==> config.mk <==
export PLATFORM = sky130hd
export DESIGN_NAME = acc_cpu_soc
export DESIGN_NICKNAME = d
export VERILOG_FILES = /design/src/rtl/acc_cpu_soc.sv
export SDC_FILE = /design/constraint.sdc
export NUM_CORES = 1
export LEC_CHECK = 0
export CORE_ASPECT_RATIO = 1.1
export CORE_MARGIN = 1
export CORE_UTILIZATION = 53
export DETAILED_ROUTE_END_ITERATION = 8
export GPL_TIMING_DRIVEN = 0
export PLACE_DENSITY = 0.75
export SKIP_CTS_REPAIR_TIMING = 1
export SYNTH_ARGS = -nofsm -noshare
export SYNTH_HDL_FRONTEND = slang
export SYNTH_SLANG_ARGS = --single-unit
==> constraint.sdc <==
create_clock -name clk -period 4.27 [get_ports clk]
set_input_delay 0.6405 -clock clk [delete_from_list [all_inputs] [get_ports clk]]
set_output_delay 0.6405 -clock clk [all_outputs]
set_load 0.005 [all_outputs]
==> src/rtl/acc_cpu_soc.sv <==
// acc_cpu_soc: multi-cycle accumulator CPU with loadable program memory,
// data RAM, GPIO register and a back-pressured 8N1 UART transmitter.
module acc_cpu_soc #(
  parameter int DATA_W       = 8,
  parameter int ADDR_W       = 4,
  parameter int GPIO_W       = 4,
  parameter int CLKS_PER_BIT = 16
) (
  input  logic              clk,
  input  logic              rst_n,
  input  logic              prog_we,
  input  logic [ADDR_W-1:0] prog_addr,
  input  logic [ADDR_W+3:0] prog_wdata,
  input  logic [GPIO_W-1:0] sw,
  output logic [GPIO_W-1:0] led,
  output logic              uart_tx,
  output logic              tx_busy,
  output logic              halted,
  output logic [DATA_W-1:0] debug_acc,
  output logic [ADDR_W-1:0] debug_pc
);
  localparam int IW    = ADDR_W + 4;
  localparam int DEPTH = 1 << ADDR_W;
  localparam int CW    = $clog2(CLKS_PER_BIT);

  localparam logic [3:0] OP_LDA = 4'h1;
  localparam logic [3:0] OP_ADD = 4'h2;
  localparam logic [3:0] OP_SUB = 4'h3;
  localparam logic [3:0] OP_STA = 4'h4;
  localparam logic [3:0] OP_LDI = 4'h5;
  localparam logic [3:0] OP_JMP = 4'h6;
  localparam logic [3:0] OP_JZ  = 4'h7;
  localparam logic [3:0] OP_IN  = 4'h8;
  localparam logic [3:0] OP_OUT = 4'h9;
  localparam logic [3:0] OP_TX  = 4'hA;
  localparam logic [3:0] OP_HLT = 4'hF;

  typedef enum logic [1:0] {
    S_FETCH,
    S_EXEC,
    S_HALT
  } state_t;

  state_t r_state;
  state_t w_next;

  logic [IW-1:0]     r_prog [DEPTH];
  logic [DATA_W-1:0] r_ram  [DEPTH];
  logic [IW-1:0]     r_ir;
  logic [ADDR_W-1:0] r_pc;
  logic [DATA_W-1:0] r_acc;
  logic              r_c;
  logic [GPIO_W-1:0] r_led;

  logic              r_busy;
  logic              r_line;
  logic [CW-1:0]     r_cnt;
  logic [3:0]        r_bit;
  logic [8:0]        r_shift;

  logic [3:0]        w_op;
  logic [ADDR_W-1:0] w_a;
  logic [DATA_W-1:0] w_mem;
  logic [DATA_W:0]   w_sum;
  logic [DATA_W:0]   w_diff;
  logic [7:0]        w_tx_byte;
  logic              w_exec;
  logic              w_tx_req;
  logic              w_stall;
  logic              w_tx_go;
  logic              w_unused_c;

  assign w_op      = r_ir[IW-1 -: 4];
  assign w_a       = r_ir[ADDR_W-1:0];
  assign w_mem     = r_ram[w_a];
  assign w_sum     = {1'b0, r_acc} + {1'b0, w_mem};
  assign w_diff    = {1'b0, r_acc} - {1'b0, w_mem};
  assign w_tx_byte = 8'(r_acc);
  assign w_exec    = (r_state == S_EXEC);
  assign w_tx_req  = w_exec && (w_op == OP_TX);
  assign w_stall   = w_tx_req && r_busy;
  assign w_tx_go   = w_tx_req && !r_busy;

  // Carry has no architectural consumer yet.
  assign w_unused_c = r_c;

  always_ff @(posedge clk) begin
    if (!rst_n) begin
      r_state <= S_FETCH;
    end else begin
      r_state <= w_next;
    end
  end

  always_comb begin
    w_next = r_state;
    unique case (r_state)
      S_FETCH: w_next = S_EXEC;
      S_EXEC: begin
        if (w_op == OP_HLT) begin
          w_next = S_HALT;
        end else if (!w_stall) begin
          w_next = S_FETCH;
        end
      end
      S_HALT:  w_next = S_HALT;
      default: w_next = S_FETCH;
    endcase
  end

  always_comb begin
    halted    = (r_state == S_HALT);
    led       = r_led;
    uart_tx   = r_line;
    tx_busy   = r_busy;
    debug_acc = r_acc;
    debug_pc  = r_pc;
  end

  always_ff @(posedge clk) begin
    if (prog_we) begin
      r_prog[prog_addr] <= prog_wdata;
    end
  end

  always_ff @(posedge clk) begin
    if (w_exec && (w_op == OP_STA)) begin
      r_ram[w_a] <= r_acc;
    end
  end

  always_ff @(posedge clk) begin
    if (!rst_n) begin
      r_ir  <= '0;
      r_pc  <= '0;
      r_acc <= '0;
      r_c   <= 1'b0;
      r_led <= '0;
    end else if (r_state == S_FETCH) begin
      r_ir <= r_prog[r_pc];
    end else if (w_exec && !w_stall) begin
      r_pc <= r_pc + ADDR_W'(1);
      case (w_op)
        OP_LDA: r_acc <= w_mem;
        OP_ADD: {r_c, r_acc} <= w_sum;
        OP_SUB: {r_c, r_acc} <= w_diff;
        OP_LDI: r_acc <= DATA_W'(w_a);
        OP_JMP: r_pc <= w_a;
        OP_JZ: begin
          if (r_acc == '0) begin
            r_pc <= w_a;
          end
        end
        OP_IN:  r_acc <= DATA_W'(sw);
        OP_OUT: r_led <= GPIO_W'(r_acc);
        OP_HLT: r_pc <= r_pc;
        default: ;
      endcase
    end
  end

  // Shifter holds {stop, data}; the start bit is driven on accept.
  always_ff @(posedge clk) begin
    if (!rst_n) begin
      r_busy  <= 1'b0;
      r_line  <= 1'b1;
      r_cnt   <= '0;
      r_bit   <= '0;
      r_shift <= '0;
    end else if (w_tx_go) begin
      r_busy  <= 1'b1;
      r_line  <= 1'b0;
      r_cnt   <= '0;
      r_bit   <= '0;
      r_shift <= {1'b1, w_tx_byte};
    end else if (r_busy) begin
      if (r_cnt == CW'(CLKS_PER_BIT - 1)) begin
        r_cnt <= '0;
        if (r_bit == 4'd9) begin
          r_busy <= 1'b0;
          r_line <= 1'b1;
        end else begin
          r_line  <= r_shift[0];
          r_shift <= {1'b0, r_shift[8:1]};
          r_bit   <= r_bit + 4'd1;
        end
      end else begin
        r_cnt <= r_cnt + CW'(1);
      end
    end
  end

endmodule
==> flow_summary.json <==
{
  "status": "complete, no violations",
  "reg2regPathDepth": 15,
  "yosys.area_share.simple_pct": 7.03,
  "syn_to_final_growth_pct": 14.1,
  "hp-start": "r_shift[6]",
  "vias_per_cell": 6.19,
  "ys_ff_latch": 301,
  "rows": 58,
  "synth_nets": 763,
  "slew_viol_final": 0,
  "synth.avg_cell_area_sq_um": 16.8,
  "num_vias": 6930,
  "fp.dieH_microns": 162,
  "synth_xor_area_share_pct": 1.05,
  "p_int_mw": 4.95,
  "worst_hold_slack_ns": 0.462,
  "max_freq_mhz": 242,
  "grt_max_degree": 23,
  "power.clock.fraction_pct": 38.7,
  "cts_buffer_depth": 3,
  "yosysTopAreaCellShare_pct": 62.7,
  "pwr-share-comb_pct": 10.0,
  "min_path_type": "reg2reg",
  "die_area_sq_mm": 0.0238,
  "wl_per_cell_microns": 23.6,
  "drc": 0,
  "grt_pass1_wl_mm": 40.9,
  "port_buffers": 37,
  "setup_viol_count_final": 0,
  "cts_tree": "yes",
  "place_area_sq_mm": 0.0130,
  "num_io_pins": 38,
  "synth_cell_types": 53,
  "worst_path_most_repeated_cell": "a31oi_1",
  "drive_gt1_share_pct": 16.6,
  "crit_family": "simple AND/OR/NAND/NOR gates",
  "synthArstFlopShare_pct": 0,
  "layout_setup_ws_ns": 0.136,
  "worstReg2RegStart": "r_ir[0]",
  "maxCapViolCount": 0,
  "pwr-share-seq_pct": 51.4,
  "worstMarginPinSlew_ns": 1.33,
  "min_period_over_period_pct": 96.8,
  "h-tree-depth": 1,
  "busiest_layer": "met2",
  "gp_congestion": 0.941,
  "antenna_found_initial": 0,
  "met1_usage_pct": 30.1,
  "cts_buffers": 29,
  "final_nets": 831,
  "start_kind": "register",
  "dpl.hpwl_mm": 16.9,
  "met2_usage_pct": 40.0,
  "syn_inst": 731,
  "clock_sinks": 301,
  "synth_top_family_by_area": "multiplexers",
  "synth.yosys.seq_area_share_pct": 70.0,
  "cp.arrival_ns": 4.55,
  "crit_fanout": 10,
  "synth_ff_type": "edfxtp_1",
  "swShare_pct": 23.3,
  "grt_use_total_pct": 23.0,
  "core_area_sq_mm": 0.0228,
  "use_met3_pct": 3.16,
  "clkLatencyLatePin_ns": 0.55,
  "leakage_nw": 4.45,
  "min_delay_path_depth": 2,
  "power.density_mw_per_mm2": 461,
  "pre_cts_ws_ns": -0.428,
  "maxSlewHeadroom_pct": 10.4,
  "wirelength_mm": 26.5,
  "die_w_microns": 147,
  "synthMuxAreaShare_pct": 13.7,
  "start_util_pct": 53.8,
  "cts_root_buffer": "clkbuf_16",
  "synth_fa_ha_area_share_pct": 1.39,
  "clkTransAtPathRegs_ns": 0.07,
  "cp_cell_sequence": "buf_12, mux4_2, a22oi_2, nand2_2, or4_4, o21ai_1, xor2_1, ha_1, or2_2, a21oi_1, a31oi_1, xor3_1, and2_1, mux2i_1, a31oi_1",
  "finalCriticalPeriod_ns": 4.13,
  "fin_area_sq_mm": 0.0140,
  "synth_area_leader_cell": "edfxtp_1",
  "grt_pass1_vias": 7028,
  "cp.required_ns": 4.69,
  "worstSetupPathType": "reg2reg",
  "p_total_mw": 6.45,
  "synth_compound_area_share_pct": 5.30,
  "cp.depth": 15,
  "synth.top_cells.by_area": "edfxtp_1 63%, mux4_2 12%, dfxtp_1 7.3%, nor2_1 1.9%, a21oi_1 1.4%",
  "antenna_left": 0,
  "first_iter_violations": 798,
  "synth_edf_count": 256,
  "p_switching_mw": 1.50,
  "crit_start": "r_ir[0]",
  "clock_skew_ns": 0.0255,
  "finalHoldViolations": 0,
  "netlist_area_sq_mm": 0.0123,
  "cp_slowest_cell": "or4_4",
  "peakVddDrop_v": 0.000384,
  "end_kind": "register",
  "diodes": 0,
  "max_stage_delay_ns": 0.56,
  "yosysWarningCount": 0,
  "crit_buf_inv": 1,
  "first_pass_iters": 7,
  "grt_overflow": 0
}
worst register-to-register path, delay by kind of cell, from the launching register on:
family,cells,cell delay (ns)
AND/OR/NAND/NOR,4,1.15
AO/OA/AOI/OAI,5,0.77
multiplexers,2,0.69
XOR/XNOR,2,0.56
flip-flops,1,0.39
adder cells (fa/ha/maj),1,0.29
buffers and inverters,1,0.17
synth_stat cells, drive strengths merged, types with 2 or more instances:
cell type,count
o21ai,19
a22oi,18
and2,4
or4,2
a311oi,2
inv,11
buf,8
edfxtp,256
nor2,63
or2,3
xor2,3
nand2b,10
a22o,5
nor2b,8
a21oi,35
nand2,46
xnor2,9
a41oi,2
a211oi,3
nand4,3
ha,12
nor4,4
nand3b,5
dfxtp,45
and3,2
or3b,2
nand3,7
a31oi,4
or3,2
clkbuf,27
a221oi,2
nor3,14
mux2i,5
o21a,2
mux4,72
nor3b,3
power groups by stage:
stage	clock network (mW)	registers, mW	logic (mW)
6_report	2.49	3.31	0.642
5_1_grt	2.63	3.32	0.693
4_1_cts	2.52	3.31	0.627
3_5_place_dp	0	3.38	0.619
3_3_place_gp	0	3.37	0.600
2_1_floorplan	0	3.34	0.425
cell type report:
cell class,count,area [sq um]
plain buffers,35,171
clock buffers,38,821
clock inverters,13,104
fillers,1626,8790
inverters,11,41.3
multi-input cells,384,3520
flip-flops and latches,301,8590
well taps,300,375
repair buffers,37,370
per-stage QoR:
step           TNS, ns  instances  util, %
2_1_floorplan        0        731        -
3_3_place_gp    -0.418       1068     57.1
3_5_place_dp    -0.921       1068     57.1
5_1_grt        -0.0166       1119     61.4
4_1_cts          -1.02       1119     61.2
6_report             0       1119     61.4
cells by family after synthesis:
| logic type | after synthesis |
|---|---|
| AOI/OAI and AO/OA | 100 |
| and+or+nand+nor | 181 |
| xor gates and xnor gates | 13 |
| adders and majority gates | 13 |
| muxes | 77 |
| DFF | 301 |
| buffers and inverters | 46 |
layout by cell type (no fill, tap or decap), types with 8 or more instances in the layout:
cell	netlist	final
edfxtp_1	256	256
mux4_2	68	69
nor2_1	63	63
nand2_1	46	44
dfxtp_1	45	44
clkdlybuf4s50_1	0	37
a21oi_1	35	35
clkbuf_16	0	30
clkbuf_1	27	26
o21ai_0	19	16
a22oi_1	18	14
nor3_1	14	13
inv_1	11	12
ha_1	12	12
nand2b_1	10	10
xnor2_1	9	9
nor2b_1	8	8
per-layer routing:
layer,wire length (microns),vias to the layer above
met5,0,-
met1,10400,3530
met2,13700,302
met3,1570,63
li1,-,3035
met4,808,0
state kept, by name, indices dropped and copies added (netlist names):
| name | count |
|---|---|
| debug_acc | 8 |
| r_state | 2 |
| tx_busy | 1 |
| debug_pc | 4 |
| r_ir | 8 |
| uart_tx | 1 |
| r_shift | 9 |
| r_ram | 128 |
| r_cnt | 4 |
| r_bit | 4 |
| led | 4 |
| r_prog | 128 |
final timing paths:
check | endpoint | slack (ns)
hold reg to reg | r_shift[6] | 0.46
hold / removal | r_shift[6] | 0.46
setup / recovery | debug_acc[7] | 0.14
setup reg to reg | debug_acc[7] | 0.14
(Power assumes the default switching activity.)
